## src/rtl/ud_count_pkg.sv

```systemverilog
// ud_count_pkg
// Shared definitions for the up/down count decoder:
//   state_e  - FSM state / step classification code
//   DIR_UP, DIR_DOWN - encodings of the dir output
//   RUN_MAX  - saturation value of the run_len counter
//   is_step  - true for the two legal step classifications
package ud_count_pkg;

  typedef enum logic [2:0] {
    INIT  = 3'd0,
    HOLD  = 3'd1,
    UP    = 3'd2,
    DOWN  = 3'd3,
    FAULT = 3'd4
  } state_e;

  localparam logic       DIR_UP   = 1'b1;
  localparam logic       DIR_DOWN = 1'b0;
  localparam logic [3:0] RUN_MAX  = 4'd15;

  function automatic logic is_step(input state_e cls);
    return (cls == UP) || (cls == DOWN);
  endfunction

endpackage

```

## src/rtl/ud_step_classify.sv

```systemverilog
// ud_step_classify
// Purely combinational classifier of one counter transition.
// Ports:
//   prev     - previously sampled counter value
//   count_in - current counter value
//   cls      - HOLD (no change), UP (+1), DOWN (-1) or FAULT (anything else)
// The difference is taken modulo 2^WIDTH, so wrap-around in either
// direction is an ordinary legal step.
module ud_step_classify
  import ud_count_pkg::*;
#(
  parameter int WIDTH = 4
) (
  input  logic [WIDTH-1:0] prev,
  input  logic [WIDTH-1:0] count_in,
  output state_e           cls
);

  logic [WIDTH-1:0] delta;

  always_comb begin
    delta = count_in - prev;
    if (delta == '0) begin
      cls = HOLD;
    end else if (delta == WIDTH'(1)) begin
      cls = UP;
    end else if (delta == '1) begin
      cls = DOWN;
    end else begin
      cls = FAULT;
    end
  end

endmodule

```

## src/rtl/ud_count_decoder.sv

```systemverilog
// ud_count_decoder
// Watches an external up/down counter and reports how it moved.
// Ports:
//   clk        - clock, everything updates on the rising edge
//   nrst       - synchronous active-low reset
//   count_in   - counter value, sampled every edge
//   dir        - direction of the last legal step (1 = up, 0 = down)
//   step       - one-cycle pulse per legal +1/-1 step
//   hold       - high while the counter did not change
//   err        - one-cycle pulse per illegal jump
//   err_sticky - latched error flag, cleared only by reset
//   run_len    - consecutive same-direction steps, saturating at 15
//   state      - current FSM state code
// All outputs are registered and describe the sample taken at the
// previous edge.
module ud_count_decoder
  import ud_count_pkg::*;
#(
  parameter int WIDTH = 4
) (
  input  logic             clk,
  input  logic             nrst,
  input  logic [WIDTH-1:0] count_in,
  output logic             dir,
  output logic             step,
  output logic             hold,
  output logic             err,
  output logic             err_sticky,
  output logic [3:0]       run_len,
  output logic [2:0]       state
);

  state_e           state_q;
  state_e           state_d;
  state_e           cls;
  logic [WIDTH-1:0] prev;

  logic             dir_d;
  logic             step_d;
  logic             hold_d;
  logic             err_d;
  logic             sticky_d;
  logic [3:0]       run_d;
  logic             step_dir;

  ud_step_classify #(
    .WIDTH    (WIDTH)
  ) u_classify (
    .prev     (prev),
    .count_in (count_in),
    .cls      (cls)
  );

  // State register plus the sample history and registered outputs.
  always_ff @(posedge clk) begin
    if (!nrst) begin
      state_q    <= INIT;
      prev       <= '0;
      dir        <= DIR_DOWN;
      step       <= 1'b0;
      hold       <= 1'b0;
      err        <= 1'b0;
      err_sticky <= 1'b0;
      run_len    <= '0;
    end else begin
      state_q    <= state_d;
      prev       <= count_in;
      dir        <= dir_d;
      step       <= step_d;
      hold       <= hold_d;
      err        <= err_d;
      err_sticky <= sticky_d;
      run_len    <= run_d;
    end
  end

  // The first sample after reset only primes prev; afterwards the
  // state simply follows the classification of each sample.
  always_comb begin
    if (state_q == INIT) begin
      state_d = HOLD;
    end else begin
      state_d = cls;
    end
  end

  // Next values of the registered outputs.
  // run_len is only zero after reset or a fault, so a zero count marks
  // the first step of a fresh run and loads 1 whatever dir says.
  always_comb begin
    dir_d    = dir;
    step_d   = 1'b0;
    hold_d   = 1'b0;
    err_d    = 1'b0;
    sticky_d = err_sticky;
    run_d    = run_len;
    step_dir = (cls == UP) ? DIR_UP : DIR_DOWN;

    if (state_q != INIT) begin
      if (is_step(cls)) begin
        step_d = 1'b1;
        dir_d  = step_dir;
        if (run_len == '0 || step_dir != dir) begin
          run_d = 4'd1;
        end else if (run_len != RUN_MAX) begin
          run_d = run_len + 4'd1;
        end
      end else if (cls == HOLD) begin
        hold_d = 1'b1;
      end else begin
        err_d    = 1'b1;
        sticky_d = 1'b1;
        run_d    = '0;
      end
    end
  end

  assign state = state_q;

endmodule
```

## config.mk

```make
export PLATFORM = sky130hd
export DESIGN_NAME = ud_count_decoder
export DESIGN_NICKNAME = d
export VERILOG_FILES = /design/src/rtl/ud_count_pkg.sv /design/src/rtl/ud_step_classify.sv /design/src/rtl/ud_count_decoder.sv
export SDC_FILE = /design/constraint.sdc
export NUM_CORES = 1
export LEC_CHECK = 0
export ABC_AREA = 0
export CAP_MARGIN = 40
export CORE_MARGIN = 8
export CORE_UTILIZATION = 40
export CTS_BUF_LIST = sky130_fd_sc_hd__clkbuf_8
export CTS_CLUSTER_DIAMETER = 30
export DETAILED_ROUTE_END_ITERATION = 8
export PLACE_DENSITY = 0.71
export RECOVER_POWER = 50
export SYNTH_ARGS = -nofsm -noshare
export SYNTH_HDL_FRONTEND = slang
export SYNTH_SLANG_ARGS = --single-unit
```

## constraint.sdc

```tcl
create_clock -name clk -period 4.05 [get_ports clk]
set_input_delay 0.81 -clock clk [delete_from_list [all_inputs] [get_ports clk]]
set_output_delay 0.81 -clock clk [all_outputs]
set_load 0.02 [all_outputs]
```

==> results of run 1 <==
-- synth_stat cells (2+ instances only) --
library cell / instances
sky130_fd_sc_hd__xor2_1: 2
sky130_fd_sc_hd__and3_1: 2
sky130_fd_sc_hd__nor3_1: 2
sky130_fd_sc_hd__and2_1: 3
sky130_fd_sc_hd__o21ai_0: 4
sky130_fd_sc_hd__or3_1: 2
sky130_fd_sc_hd__a21o_1: 2
sky130_fd_sc_hd__a21oi_1: 7
sky130_fd_sc_hd__ha_1: 5
sky130_fd_sc_hd__nor2b_1: 2
sky130_fd_sc_hd__nor2_1: 4
sky130_fd_sc_hd__inv_1: 8
sky130_fd_sc_hd__nand3_1: 4
sky130_fd_sc_hd__dfxtp_1: 16
sky130_fd_sc_hd__nor3b_1: 2
sky130_fd_sc_hd__nand2_1: 8
-- power by group --
group	internal [mW]	switching, mW
Combinational	0.0545	0.0750
Clock	0.0862	0.0561
Sequential	0.173	0.0117
Total	0.314	0.143
-- flip-flops by register name, indices dropped and copies added, names as in the netlist --
name	count
dir	1
state	3
prev	4
err	1
run_len	4
hold	1
step	1
err_sticky	1
-- through the flow --
| step | utilization, % | instance area, um^2 | instances | worst slack (ps) | hold slack (ps) |
|---|---|---|---|---|---|
| 2_1_floorplan | - | 805 | 92 | 902 | 569 |
| 3_3_place_gp | 52.0 | 1000 | 134 | 395 | 436 |
| 3_5_place_dp | 52.0 | 1000 | 134 | 330 | 439 |
| 4_1_cts | 54.9 | 1050 | 138 | 582 | 454 |
| 5_1_grt | 54.9 | 1050 | 138 | 435 | 461 |
| 6_report | 54.9 | 1050 | 138 | 565 | 445 |
-- worst paths after layout --
check | depth (start not counted) | endpoint | slack, ps
setup / recovery | 10 | run_len[0]$_SDFFE_PN0P_ | 560
hold / removal | 1 | err_sticky$_SDFFE_PN0P_ | 450
setup reg to reg | 8 | run_len[0]$_SDFFE_PN0P_ | 1340
hold reg to reg | 1 | err_sticky$_SDFFE_PN0P_ | 450
-- cell families (layout without fill, tap and decap cells) --
logic type                 count (synthesis)  count (layout)
xor gates and xnor gates                   2               2
DFF                                       16              16
buffers and inverters                     10              29
AOI/OAI and AO/OA                         23              23
muxes                                      1               1
adders and majority gates                  6               6
and+or+nand+nor                           34              34
-- routing by layer --
| metal | part of all wire, % | track usage [%] |
|---|---|---|
| met5 | 0 | 0 |
| met3 | 6.0 | 4.03 |
| met2 | 46 | 17.3 |
| met1 | 45 | 13.3 |
| met4 | 3.0 | 7.31 |
-- area by class of cell --
type / count / area (um^2)
clock buffers: 4 / 55.1
inverters: 8 / 30.0
fillers: 190 / 867
flip-flops and latches: 16 / 320
multi-input cells: 66 / 445
repair buffers: 17 / 170
well taps: 27 / 33.8
==> reports/qor.csv, run 1 <==
stage,metric,value,unit
run_status,outcome,finished clean,
yosys,yosys_warnings,0,
setup_path,crit_start,count_in[0],
pwr,ir_worst_vdd,0.212,mV
global_route,first_global_vias,727,
yosys,synth.area.mux_share,1.24,%
cts,max-clock-path-buffers,2,
setup_path,critical_path_cell_sequence,"clkdlybuf4s50_1, inv_1, ha_1, fa_1, xor2_1, or3_1, or3b_1, o22a_1, o21a_1, o211a_1",
floorplanning,chipWidth,60.8,um
place,port_bufs,17,
cells_and_area,area_growth,31.1,%
global_route,initial_antenna_violation_count,0,
floorplanning,initial_utilization,41.9,%
setup_path,crit_path_max_fanout,7,
setup_path,worst-endpoint-arrival,3630,ps
sta,max-slew-margin-rel,58.3,%
yosys,yosysSeqAreaShare,39.8,%
setup_path,critPathKind,input pin to register,
sta,worst_pin_slew,618,ps
setup_path,cp-end-kind,register,
yosys,synth_edf_count,0,
yosys,yosysTopAreaCellShare,39.8,%
cts,cts_sinks,16,
sta,clock_period_minus_final_worst_setup_slack,3490,ps
floorplanning,io_pins,18,
sta,skew,5.11,ps
pwr,power.total,0.457,mW
cts,clk-insertion-delay-late,250,ps
drt,drtPass1Iterations,4,
cts,cts-resized-gates,0,
global_route,maximum_number_of_pins_on_one_net_before_global_route_repair,10,
floorplanning,core-area,1920,um^2
setup_path,timing.rr.start,prev[0]$_SDFF_PN0_,
cts,htree_levels,1,
drt,final_wl,1.88,mm
sta,post-route-period-util,86.1,%
yosys,synth_simple_gate_area_share,23.0,%
yosys,synth_area,805,um^2
drt,vias_per_cell,5.40,
yosys,largest_family_of_logic_cells_by_synthesized_area,simple AND/OR/NAND/NOR gates,
yosys,synth_largest_area_cell,sky130_fd_sc_hd__dfxtp_1,
yosys,synth_async_sr_flop_share,0,%
yosys,synth_seq_cells,16,
cts,cts_buffers,3,
yosys,ys_top_cells_by_area,"sky130_fd_sc_hd__dfxtp_1 (40%), sky130_fd_sc_hd__ha_1 (7.8%), sky130_fd_sc_hd__a21oi_1 (4.4%), sky130_fd_sc_hd__inv_1 (3.7%), sky130_fd_sc_hd__nand2_1 (3.7%)",
setup_path,crit_buf_inv,2,
sta,max_freq,287,MHz
drt,detailroute.via_count,745,
cells_and_area,finalNetCount,124,
sta,unrepaired_setup_endpoints_after_global_routing,no,
setup_path,critPathTopFamily,simple AND/OR/NAND/NOR gates,
place,routabilityCongestion,0.820,
drt,detail_route.drc_violations,0,
cts,post-cts-setup-buffers,0,
cts,clock_tree_from_tritoncts,built,
yosys,xor_and_xnor_fraction_of_the_mapped_netlist_area,2.18,%
floorplanning,die-area,3700,um^2
yosys,synth_cell_types,35,
sta,final.setup.tns,0,ps
yosys,synth_compound_area_share,18.7,%
drt,final_antenna_net_count,0,
drt,wl_per_cell,13.7,um
floorplanning,rows,16,
cts,cts_hold_buffers,0,
sta,report.final.slew_viol_count,0,
global_route,grt_pass1_wl,3.17,mm
setup_path,critical_path_required,4190,ps
cts,clock_root_buffer_master,sky130_fd_sc_hd__clkbuf_8,
drt,detailedRoute.firstIterationViolations,21,
yosys,yosys.area_share.adder,10.3,%
pwr,leakage,0.464,nW
global_route,overflow,0,
job,max-cap-violations,0,
yosys,netlist_instances,92,
setup_path,critical-path-slowest-cell,sky130_fd_sc_hd__or3b_1,
yosys,synth_ff_type,sky130_fd_sc_hd__dfxtp_1,
floorplanning,die-height,60.8,um
cells_and_area,insertedDiodeCount,0,
place,dpl.hpwl,1.39,mm
pwr,power_density_over_the_cells,433,nW/um^2
yosys,postSynthNetCount,104,
sta,timing.final.hold_violations,0,
cells_and_area,layout_common_cells,"sky130_fd_sc_hd__dfxtp_1 (16), sky130_fd_sc_hd__dlygate4sd3_1 (11), sky130_fd_sc_hd__inv_1 (8), sky130_fd_sc_hd__nand2_1 (8), sky130_fd_sc_hd__a21oi_1 (7)",
global_route,grtUsageTotal,11.4,%
cts,clkSlewWorstSetupHoldPaths,60,ps
hold_path,min_path_type,register to register,
setup_path,critical-path-max-stage-delay,500,ps
cells_and_area,drive_above_1_share,4.50,%
sta,report.final.setup_viol,0,
hold_path,hp-start,err_sticky$_SDFFE_PN0P_,
cells_and_area,final_common_cell,sky130_fd_sc_hd__dfxtp_1,
yosys,postSynthAreaPerCell,8.74,um^2
setup_path,setup.worst_path.start_class,input pin,
(Power assumes the default switching activity.)
==> run 2: changes to the inputs <==
--- a/config.mk
+++ b/config.mk
@@ -12,6 +12,7 @@
 export CTS_BUF_LIST = sky130_fd_sc_hd__clkbuf_8
 export CTS_CLUSTER_DIAMETER = 30
 export DETAILED_ROUTE_END_ITERATION = 8
+export HOLD_SLACK_MARGIN = 0.03
 export PLACE_DENSITY = 0.71
 export RECOVER_POWER = 50
 export SYNTH_ARGS = -nofsm -noshare
==> results of run 2 <==
No change in the layout: final DEF, timing and power equal those of run 1.
==> run 3: changes to the inputs <==
--- a/config.mk
+++ b/config.mk
@@ -14,7 +14,6 @@
 export DETAILED_ROUTE_END_ITERATION = 8
 export HOLD_SLACK_MARGIN = 0.03
 export PLACE_DENSITY = 0.71
-export RECOVER_POWER = 50
 export SYNTH_ARGS = -nofsm -noshare
 export SYNTH_HDL_FRONTEND = slang
 export SYNTH_SLANG_ARGS = --single-unit
==> run 3 against run 2 <==
Compared with the run above: utilization unchanged; flip-flop and latch count did not move; hold slack better by 5.3 ps; final area stayed put; total power up 0.88%; clock skew about the same; routed wire length is 0.11% higher; largest power group unchanged; highest routed layer unchanged.
==> reports/qor.csv, run 3 (synthesis results as in run 1) <==
stage,metric,value,unit,change
pwr,power_report.internal_total,0.318,mW,+1.2%
cells_and_area,finalNetCount,124,,unchanged
cts,clk-insertion-delay-late,250,ps,about the same
cts,max-clock-path-buffers,2,,unchanged
sta,skew,4.93,ps,-0.181 ps
global_route,grtUsageTotal,11.4,%,unchanged
floorplanning,die-area,3700,um^2,unchanged
cells_and_area,layout_common_cells,"sky130_fd_sc_hd__clkdlybuf4s50_1 (17), sky130_fd_sc_hd__dfxtp_1 (16), sky130_fd_sc_hd__inv_1 (8), sky130_fd_sc_hd__nand2_1 (8), sky130_fd_sc_hd__a21oi_1 (7)",,
cells_and_area,final_common_cell,sky130_fd_sc_hd__clkdlybuf4s50_1,,
global_route,grt_pass1_wl,3.17,mm,unchanged
sta,report.final.slew_viol_count,0,,unchanged
cells_and_area,instances_no_fill,138,,unchanged
sta,clock_period_minus_final_worst_setup_slack,3480,ps,-0.684 ps
cts,clock_tree_from_tritoncts,built,,
sta,unrepaired_setup_endpoints_after_global_routing,no,,
sta,final.setup.tns,0,ps,unchanged
sta,worst_hold_slack,450,ps,+5.31 ps
cts,cts_buffers,3,,unchanged
pwr,leakage,0.435,nW,-6.3%
place,placement.setup.worst_slack,330,ps,unchanged
sta,report.final.setup_viol,0,,unchanged
pwr,power.share.clock,30.9,%,-0.3 points
floorplanning,chipWidth,60.8,um,unchanged
cells_and_area,final_util,54.9,%,unchanged
drt,detail_route.drc_violations,0,,unchanged
floorplanning,initial_utilization,41.9,%,unchanged
run_status,outcome,finished clean,,
pwr,ir_worst_vdd,0.217,mV,+2.3%
cells_and_area,final_design_area_no_fill,1050,um^2,unchanged
global_route,overflow,0,,unchanged
drt,detailedRoute.firstIterationViolations,22,,+4.8%
cts,cts_hold_buffers,0,,unchanged
pwr,netSwitchingFraction,31.0,%,-0.22 points
cts,cts_sinks,16,,unchanged
floorplanning,io_pins,18,,unchanged
cells_and_area,insertedDiodeCount,0,,unchanged
sta,worst_pin_slew,613,ps,-4.84 ps
sta,post-route-period-util,86.0,%,about the same
pwr,power_density_over_the_cells,437,nW/um^2,+0.88%
drt,final_wl,1.89,mm,+0.11%
cells_and_area,drive_above_1_share,4.50,%,unchanged
cts,post-cts-setup-buffers,0,,unchanged
pwr,combinational_share_of_power,28.9,%,+0.5 points
drt,final_antenna_net_count,0,,unchanged
place,routabilityCongestion,0.820,,unchanged
place,dpl-instance-area,1000,um^2,unchanged
cts,clock_root_buffer_master,sky130_fd_sc_hd__clkbuf_8,,
place,port_bufs,17,,unchanged
cells_and_area,final.fill_count,190,,unchanged
cts,clkSlewWorstSetupHoldPaths,60,ps,about the same
floorplanning,core-area,1920,um^2,unchanged
pwr,seq_power_share,40.2,%,-0.3 points
setup_path,critPathKind,input pin to register,,
global_route,initial_antenna_violation_count,0,,unchanged
sta,timing.final.hold_violations,0,,unchanged
setup_path,critical_path_required,4190,ps,about the same
drt,wl_per_cell,13.7,um,+0.11%
sta,max-slew-margin-rel,58.6,%,+0.33 points
place,dpl.hpwl,1.39,mm,unchanged
setup_path,cp-end-kind,register,,
pwr,power.total,0.461,mW,+0.88%
cts,htree_levels,1,,unchanged
place,dpl.cell_count,134,,unchanged
hold_path,min_path_type,register to register,,
sta,max_freq,287,MHz,about the same
setup_path,setup.worst_path.start_class,input pin,,
drt,detailroute.via_count,743,,-0.27%
global_route,first_global_vias,727,,unchanged
drt,vias_per_cell,5.38,,-0.27%
setup_path,worst-endpoint-arrival,3630,ps,about the same
drt,drtPass1Iterations,4,,unchanged
job,max-cap-violations,0,,unchanged
sta,final.setup.worst_slack,565,ps,+0.684 ps
floorplanning,rows,16,,unchanged
floorplanning,die-height,60.8,um,unchanged
cells_and_area,area_growth,31.1,%,unchanged
cts,cts-resized-gates,0,,unchanged
pwr,net-switching-power,0.143,mW,+0.17%
setup_path,crit_path_max_fanout,7,,unchanged
global_route,maximum_number_of_pins_on_one_net_before_global_route_repair,10,,unchanged
-- run 3: worst paths after layout --
path | cells past startpoint | endpoint | from | slack, ps
worst max register to register | 8 | run_len[0]$_SDFFE_PN0P_ | prev[0]$_SDFF_PN0_ | 1340
worst max-delay path | 10 | run_len[0]$_SDFFE_PN0P_ | count_in[0] | 570
worst min-delay path | 1 | err_sticky$_SDFFE_PN0P_ | err_sticky$_SDFFE_PN0P_ | 450
worst min register to register | 1 | err_sticky$_SDFFE_PN0P_ | err_sticky$_SDFFE_PN0P_ | 450
-- run 3: routing by layer --
layer / GRT usage [%] / up-vias / routed length (um)
met1: 13.3 / 351 / 844
met4: 7.31 / 0 / 54
met3: 4.03 / 7 / 115
met2: 17.3 / 22 / 871
li1: - / 363 / -
met5: 0 / - / 0
-- run 3: layout make-up --
class | count | area [um^2] | share of cell area [%]
clock buffers | 4 | 55.1 | 5.22
inverters | 8 | 30.0 | 2.85
multi-input cells | 66 | 445 | 42.2
flip-flops and latches | 16 | 320 | 30.4
well taps | 27 | 33.8 | 3.20
repair buffers | 17 | 170 | 16.1
-- run 3: critical path, stage by stage --
cell	delay, ps
sky130_fd_sc_hd__clkdlybuf4s50_1	450
sky130_fd_sc_hd__inv_1	50
sky130_fd_sc_hd__ha_1	220
sky130_fd_sc_hd__fa_1	380
sky130_fd_sc_hd__xor2_1	200
sky130_fd_sc_hd__or3_1	350
sky130_fd_sc_hd__or3b_1	490
sky130_fd_sc_hd__o22a_1	260
sky130_fd_sc_hd__o21a_1	210
sky130_fd_sc_hd__o211a_1	200
-- run 3: power groups by stage --
stage | combinational, mW | sequential (mW) | clock, mW
CTS | 0.133 | 0.185 | 0.145
detailed placement | 0.132 | 0.188 | 0
floorplan | 0.0668 | 0.203 | 0
finish | 0.133 | 0.185 | 0.142
global placement | 0.130 | 0.188 | 0
global route | 0.146 | 0.188 | 0.152
